===== config.mk =====
export PLATFORM = sky130hd
export DESIGN_NAME = pipe_stage_elastic
export DESIGN_NICKNAME = d
export VERILOG_FILES = /design/src/rtl/pipe_stage_elastic.sv
export SDC_FILE = /design/constraint.sdc
export NUM_CORES = 1
export LEC_CHECK = 0
export CORE_UTILIZATION = 30
export CTS_BUF_LIST = sky130_fd_sc_hd__clkbuf_16
export CTS_CLUSTER_DIAMETER = 120
export DETAILED_ROUTE_END_ITERATION = 7
export PLACE_DENSITY = 0.58
export SYNTH_ARGS = -nofsm -noshare
export SYNTH_HDL_FRONTEND = slang
export SYNTH_SLANG_ARGS = --single-unit
export TNS_END_PERCENT = 50

===== constraint.sdc =====
create_clock -name clk -period 5.3 [get_ports clk]
set_clock_uncertainty 0.05 [all_clocks]
set_input_delay 0.795 -clock clk [delete_from_list [all_inputs] [get_ports clk]]
set_output_delay 0.795 -clock clk [all_outputs]
set_load 0.1 [all_outputs]

===== src/rtl/pipe_stage_elastic.sv =====
// Elastic pipeline-stage register: valid/ready handshake, DATA/CTRL split,
// optional two-slot skid buffer so in_ready comes from flops only.
module pipe_stage_elastic #(
  parameter int unsigned       DATA_W   = 64,
  parameter int unsigned       CTRL_W   = 16,
  parameter logic [CTRL_W-1:0] CTRL_NOP = '0,
  parameter bit                SKID     = 1'b1
) (
  input  logic              clk,
  input  logic              reset_n,
  input  logic              flush,
  input  logic              in_valid,
  output logic              in_ready,
  input  logic [DATA_W-1:0] in_data,
  input  logic [CTRL_W-1:0] in_ctrl,
  output logic              out_valid,
  input  logic              out_ready,
  output logic [DATA_W-1:0] out_data,
  output logic [CTRL_W-1:0] out_ctrl,
  output logic [1:0]        occupancy
);

  typedef struct packed {
    logic              vld;
    logic [DATA_W-1:0] data;
    logic [CTRL_W-1:0] ctrl;
  } slot_t;

  slot_t      h_q, h_d;
  slot_t      s_q, s_d;
  slot_t      beat;
  logic [1:0] occ_q, occ_d;
  logic       in_fire;
  logic       out_fire;

  // An emptied slot keeps its data but always carries a NOP control word.
  function automatic slot_t drop(input slot_t s);
    slot_t r;
    r      = s;
    r.vld  = 1'b0;
    r.ctrl = CTRL_NOP;
    return r;
  endfunction

  // Incoming beat packed as a slot, plus handshake qualifiers.
  always_comb begin
    beat      = '{vld: 1'b1, data: in_data, ctrl: in_ctrl};
    in_ready  = SKID ? !s_q.vld : (!h_q.vld | out_ready);
    in_fire   = in_valid & in_ready;
    out_fire  = h_q.vld & out_ready;
  end

  // Next-state for head and skid slots; flush outranks every transfer.
  always_comb begin
    h_d = h_q;
    s_d = s_q;
    if (flush) begin
      h_d = drop(h_q);
      s_d = drop(s_q);
    end else if (!SKID) begin
      if (in_fire) begin
        h_d = beat;
      end else if (out_fire) begin
        h_d = drop(h_q);
      end
    end else begin
      unique case (1'b1)
        !h_q.vld: begin
          if (in_fire) h_d = beat;
        end
        out_fire && s_q.vld: begin
          h_d = s_q;
          s_d = drop(s_q);
        end
        out_fire && !s_q.vld: begin
          h_d = in_fire ? beat : drop(h_q);
        end
        default: begin
          if (in_fire) s_d = beat;
        end
      endcase
    end
    occ_d = {1'b0, h_d.vld} + {1'b0, s_d.vld};
  end

  // Slot and occupancy registers; async reset leaves both slots as bubbles.
  always_ff @(posedge clk or negedge reset_n) begin
    if (!reset_n) begin
      h_q   <= '{vld: 1'b0, data: '0, ctrl: CTRL_NOP};
      s_q   <= '{vld: 1'b0, data: '0, ctrl: CTRL_NOP};
      occ_q <= 2'd0;
    end else begin
      h_q   <= h_d;
      s_q   <= s_d;
      occ_q <= occ_d;
    end
  end

  // Outputs come straight from the head slot flops.
  always_comb begin
    out_valid = h_q.vld;
    out_data  = h_q.data;
    out_ctrl  = h_q.ctrl;
    occupancy = occ_q;
  end

endmodule


==> results of run 1 <==
layout make-up:
| class | count | area [sq um] | area share |
|---|---|---|---|
| timing repair buffer | 180 | 1798 | 0.1804 |
| clock buffer | 17 | 425.4 | 0.04268 |
| tap | 324 | 405.4 | 0.04067 |
| multi-input combinational | 307 | 3050 | 0.3060 |
| inverter | 3 | 11.26 | 0.001130 |
| clock inverter | 15 | 173.9 | 0.01745 |
| sequential | 164 | 4104 | 0.4117 |
cell usage in the layout, fill, tap and decap left out, types with 2 or more instances in the layout:
cell type and n:
a21oi_1 2, a22o_1 16, a32o_1 80, buf_12 2
buf_4 10, bufinv_16 2, clkbuf_16 17, clkdlybuf4s50_1 167
clkinv_4 5, clkinvlp_4 2, dfrtp_1 164, inv_1 3
inv_6 2, inv_8 3, mux2_1 13, mux2_2 115
nand2b_2 2, nand3_1 16, nand4_1 16, nand4b_1 16
nand4bb_1 2, nor3b_1 2, or4bb_1 14
sequential cells by signal, summed over array words and instances (netlist names):
| register | cells |
|---|---|
| occupancy | 2 |
| out_valid | 1 |
| out_data | 64 |
| out_ctrl | 16 |
| s_q | 81 |
through the flow:
step	setup WS, ps	instance area, sq um
2_1_floorplan	2802	7436
3_3_place_gp	1722	9369
3_5_place_dp	1610	9369
4_1_cts	2055	9968
5_1_grt	1872	9968
6_report	2036	9968
cells by family (layout without fill, tap and decap cells):
group	count (synthesis)	count (layout)	synth area share
compound gates	102	102	0.1338
fa+ha+maj	1	1	0.001682
buf+inv	61	215	0.04021
flops	164	164	0.5519
mux	128	128	0.1938
simple gates	76	76	0.07858
critical path, cell delays in order:
cell and delay [ps]:
clkdlybuf4s50_1 1240, nor2b_4 850, buf_12 290, a32o_1 210, mux2_2 150
worst paths after layout:
check	endpoint	slack (ps)	cells past startpoint
min in group clk	out_data[20]$_DFFE_PN0P_	440	1
setup / recovery	out_data[34]$_DFFE_PN0P_	2040	5
hold reg to reg	out_data[20]$_DFFE_PN0P_	440	1
setup reg to reg	s_q[73]$_DFFE_PN0P_	2720	5
hold / removal	out_data[15]$_DFFE_PN0P_	370	1
max in group asynchronous	out_data[36]$_DFFE_PN0P_	3760	2
power by group through the flow:
stage                     Clock [mW]  Sequential (mW)  Combinational (mW)
after global placement             0             1.62                1.31
after floorplan                    0             2.25               0.327
after CTS                       1.29             1.61                1.34
after detailed placement           0             1.63                1.33
final                           1.27             1.61                1.33
after global routing            1.35             1.64                1.38
metal layers:
layer | vias up | routed length (um)
met5 | - | 0
met3 | 18 | 917
met1 | 2769 | 8701
li1 | 2385 | -
met4 | 0 | 256
met2 | 143 | 9068
==> metrics, run 1 <==
largest net degree at the start of global routing 84; Clock Path Buffers 2; nature of the critical path startpoint primary input; # setup viols final 0; ANT cells 0; number of synthesized flops with an enable pin 0; crit path max fanout 37; post-CTS setup repair buffer count 0; Fin Setup TNS 0 ps; grt total ovfl 0; internal power component 2.610 mW; fin util 0.4099; wire length per cell roughly 19 um; initial antenna violation count 0; RR Startpoint out_valid$_DFF_PN0_; GP Congestion between 0.7 and 0.8; Pre-Repair DR Iteration Count 4; Post-Layout Cell Count slightly above 1000; starting density of the core 0.3058; Yosys warning count 0; core area 24320 sq um; placed cells 978; crit end category register; Cell Rows between 50 and 60; CTS Hold Bufs 0; sw frac 0.3784; syn_nets 618; RSZ-0062 raised after global routing no; CTS Sinks 164; sequential cell fraction of total power 0.383; vias in the first global route 5725; total of max-cap violations 0; Routed WL 18.94 mm; worst skew pair latency 420 ps; Initial DRC Count 252; Worst VDD drop 0.2099 mV; FF+latch count, synth 164; Die Wd about 160 um; grt met1 use 0.1978; synth top area cells dfrtp_1 (55%), mux2_2 (17%), a32o_1 (11%); Avg Cell Area, Syn 13.98 sq um; Netlist cell types 34; hold crit path type primary input to asynchronous set/reset pin; first-pass GRT wire length 31.29 mm; Gate power share 0.316; Layout area overhead 34.06%; Min Hold Slack 367.2 ps; synthesized cell area 7436 sq um; DRC viols 0; CP Class primary input to register; vias after detailed routing 5315; Rel. slew slack 0.1946; CTS Buf Count 17; share of the synthesized area in the top cell type 0.5519; WP data arrival 3580 ps; Total Power 4.199 mW; NumNets Final 759; Worst Max-Slew Pin Slew 1200 ps; DP HPWL 11.94 mm; grt met3 use 0.03985; H-tree levels 4; period utilization 0.6158; status finished, final reports clean; clock root buffer clkbuf_16; Leak Pwr 4.136 nW; clock power share 0.302; PwrDens between 400 and 500 nW/um^2; I/O Buffers 168; Psw 1.589 mW; max-slew violations 0; Via-to-Cell Ratio 5.262; post-CTS resize count 0; Required @ worst endpoint 5620 ps; busiest grt layer met2; CTS tree built; crit path from in_valid; ys flop type dfrtp_1; # IOs approximately 170; Final ANT Viol Nets 0; DIE AREA approximately 25000 sq um; height of the die 159.4 um; most instantiated library cell after synthesis dfrtp_1; clk slew on worst S/H paths 70 ps; layout cell share with drive strength beyond 1 0.2420; sequential fraction of the synthesis area 0.5519; Post-Synthesis Cells 532; crit path time final 3264 ps; GRT Util Overall 0.1555; fillcell total around 2300; Hold Fails Final Rpt 0; Fmax 0.3064 GHz; post-synthesis async set-or-reset flop share 1.000; top cells by count, synth dfrtp_1 (164), mux2_2 (115), a32o_1 (80); grt met2 use 0.2580; Yosys top cell by area dfrtp_1
No activity file was read; power rests on OpenSTA's default activity.
==> inputs of run 2 (changes only) <==
--- a/config.mk
+++ b/config.mk
@@ -9,7 +9,7 @@
 export CTS_BUF_LIST = sky130_fd_sc_hd__clkbuf_16
 export CTS_CLUSTER_DIAMETER = 120
 export DETAILED_ROUTE_END_ITERATION = 7
-export PLACE_DENSITY = 0.58
+export PLACE_DENSITY = 0.6
 export SYNTH_ARGS = -nofsm -noshare
 export SYNTH_HDL_FRONTEND = slang
 export SYNTH_SLANG_ARGS = --single-unit
==> constraint.sdc (replaced) <==
create_clock -name clk -period 2.9 [get_ports clk]
set_clock_uncertainty 0.05 [all_clocks]
set_input_delay 0.435 -clock clk [delete_from_list [all_inputs] [get_ports clk]]
set_output_delay 0.435 -clock clk [all_outputs]
set_load 0.1 [all_outputs]
==> run 2 against run 1 <==
Effect of this change: sequential share of layout area grew 0.50 points; global-route usage shrank 0.90 points; routed wire length shrank 3.6%; die area is the same; sequential power grew 83%; clock-buffer cell count is the same; setup slack lost 1300 ps; total power grew 83%.
==> metrics, run 2 (synthesis results as in run 1) <==
crit path time final roughly 2200 ps; wire length per cell 17.96 um (was 18.76 um); Rel. slew slack 0.3348 (was 0.1946); WP data arrival 2470 ps (was 3580 ps); Initial DRC Count 217 (was 252); crit path max fanout 24 (was 37); layout cell share with drive strength beyond 1 0.3636 (was 0.2420); initial antenna violation count 0 (unchanged); Fmax 0.4603 GHz; vias after detailed routing 5239 (was 5315); height of the die 159.4 um (unchanged); period utilization 0.7491; nature of the critical path startpoint primary input (unchanged); Layout area overhead 32.46% (was 34.06%); total of max-cap violations 0 (unchanged); placed cells 984 (was 978); worst reg2reg path depth 4 (was 5); starting density of the core 0.3058 (unchanged); DRC viols 0 (unchanged); H-tree levels 4 (unchanged); worst hold path stage count 1; Leak Pwr 4.318 nW (was 4.136 nW); Fin Setup TNS 0 ps (unchanged); Final ANT Viol Nets 0 (unchanged); ANT cells 0 (unchanged); DIE AREA 25420 sq um (unchanged); first-pass GRT wire length 29.78 mm (was 31.29 mm); Required @ worst endpoint 3190 ps (was 5620 ps); RSZ-0062 raised after global routing no (unchanged); Worst VDD drop 0.3856 mV (was 0.2099 mV); fillcell total 2287 (was 2260); GP Congestion 0.7357 (was 0.7424); Clock Path Buffers 2 (unchanged); clk slew on worst S/H paths 60 ps (was 70 ps); GRT Util Overall 0.1466 (was 0.1555); crit end category register (unchanged); CTS tree built (unchanged); Reg area 4104 sq um (unchanged); # setup viols final 0 (unchanged); clock root buffer clkbuf_16 (unchanged); Die Wd 159.4 um (unchanged); Largest register FFs 81 (unchanged); PwrDens 778.1 nW/um^2 (was 421.2 nW/um^2); most frequent cells in the layout dfrtp_1 (164), mux2_2 (115), buf_4 (98) (was clkdlybuf4s50_1 (167), dfrtp_1 (164), mux2_2 (115)); Via-to-Cell Ratio 5.151 (was 5.262); # IOs 169 (unchanged); grt total ovfl 0 (unchanged); status finished, final reports clean (unchanged); Pre-Repair DR Iteration Count 4 (unchanged); CTS Sinks 164 (unchanged); NumNets Final 766 (was 759); worst skew pair latency 420 ps (about the same); max-slew violations 0 (unchanged); I/O Buffers 168 (unchanged); Post-Layout Cell Count 1017 (was 1010); Hold Fails Final Rpt 0 (unchanged); commonest non-fill, non-tap cell in the layout dfrtp_1 (was clkdlybuf4s50_1); Routed WL 18.26 mm (was 18.94 mm); Most flops, register s_q (unchanged); core area 24320 sq um (unchanged); CP Class primary input to register (unchanged); largest net degree at the start of global routing 75 (was 84); hold crit path type register to register (was primary input to asynchronous set/reset pin); DP HPWL 12.13 mm (was 11.94 mm); CTS Buf Count 17 (unchanged); vias in the first global route 5538 (was 5725); Worst Max-Slew Pin Slew 991.1 ps (was 1200 ps); multi-input logic area 3050 sq um (unchanged); Cell Rows 57 (unchanged)
[run 2: changes by cell type in the layout (fill, tap and decap cells not counted), sizes merged]
cell	before	now
dlygate4sd3	0	1
clkdlybuf4s50	167	83
bufinv	2	4
buf	13	103
inv	8	6
[run 2: power by group]
part | total, mW | internal, mW | switching [mW]
Clock | 2.36 | 1.43 | 0.922
Sequential | 2.94 | 2.71 | 0.236
Combinational | 2.37 | 0.719 | 1.65
[run 2: worst max-delay path, cell delays in order]
cell             delay, ps
clkdlybuf4s50_1        590
buf_4                  290
nor3b_1                 80
o21ai_1                780
a32o_1                 290
[run 2: repair_timing]
action | 4_1_cts | 5_1_grt
endpoints found under the hold margin | 61 | 0
hold buffers | 1 | 0
buffers inserted | 0 | 0
resized for setup | 0 | 0
[run 2: layer usage]
metal  vias to the layer above  global-route usage  part of all wire
met2                       149              0.2434              0.48
met1                      2697              0.1889              0.46
met5                         -                   0                 0
li1                       2388                   -                 -
met3                         5             0.03985             0.052
met4                         0             0.03671            0.0055
[run 2: area by class of cell]
| cell class | count | area share |
|---|---|---|
| flip-flops and latches | 164 | 0.4167 |
| multi-input cells | 307 | 0.3097 |
| repair buffers | 187 | 0.1693 |
| clock buffers | 17 | 0.04319 |
| well taps | 324 | 0.04116 |
| clock inverters | 15 | 0.01880 |
| inverters | 3 | 0.001143 |
[run 2: per-stage QoR]
stage / utilization / hold WS, ps / instance area [sq um] / power, mW / setup slack [ps]
after floorplan: - / 89.41 / 7436 / 4.708 / 401.6
after global placement: 0.3795 / 401.3 / 9229 / 5.297 / 422.8
after detailed placement: 0.3795 / 410.4 / 9229 / 5.364 / 315.9
after CTS: 0.4050 / 440.5 / 9849 / 7.762 / 724.5
after global routing: 0.4050 / 463.4 / 9849 / 7.991 / 562.9
final: 0.4050 / 436.2 / 9849 / 7.663 / 727.5
[run 2: path summary, 6_finish.rpt]
check	from	end	slack, ps
min	out_data[19]$_DFFE_PN0P_	out_data[19]$_DFFE_PN0P_	440
min in group asynchronous	reset_n	out_data[3]$_DFFE_PN0P_	520
max	out_ready	s_q[1]$_DFFE_PN0P_	730
min reg2reg	out_data[19]$_DFFE_PN0P_	out_data[19]$_DFFE_PN0P_	440
max in group asynchronous	reset_n	out_data[48]$_DFFE_PN0P_	1430
max reg2reg	out_valid$_DFF_PN0_	out_ctrl[7]$_DFFE_PN0P_	760
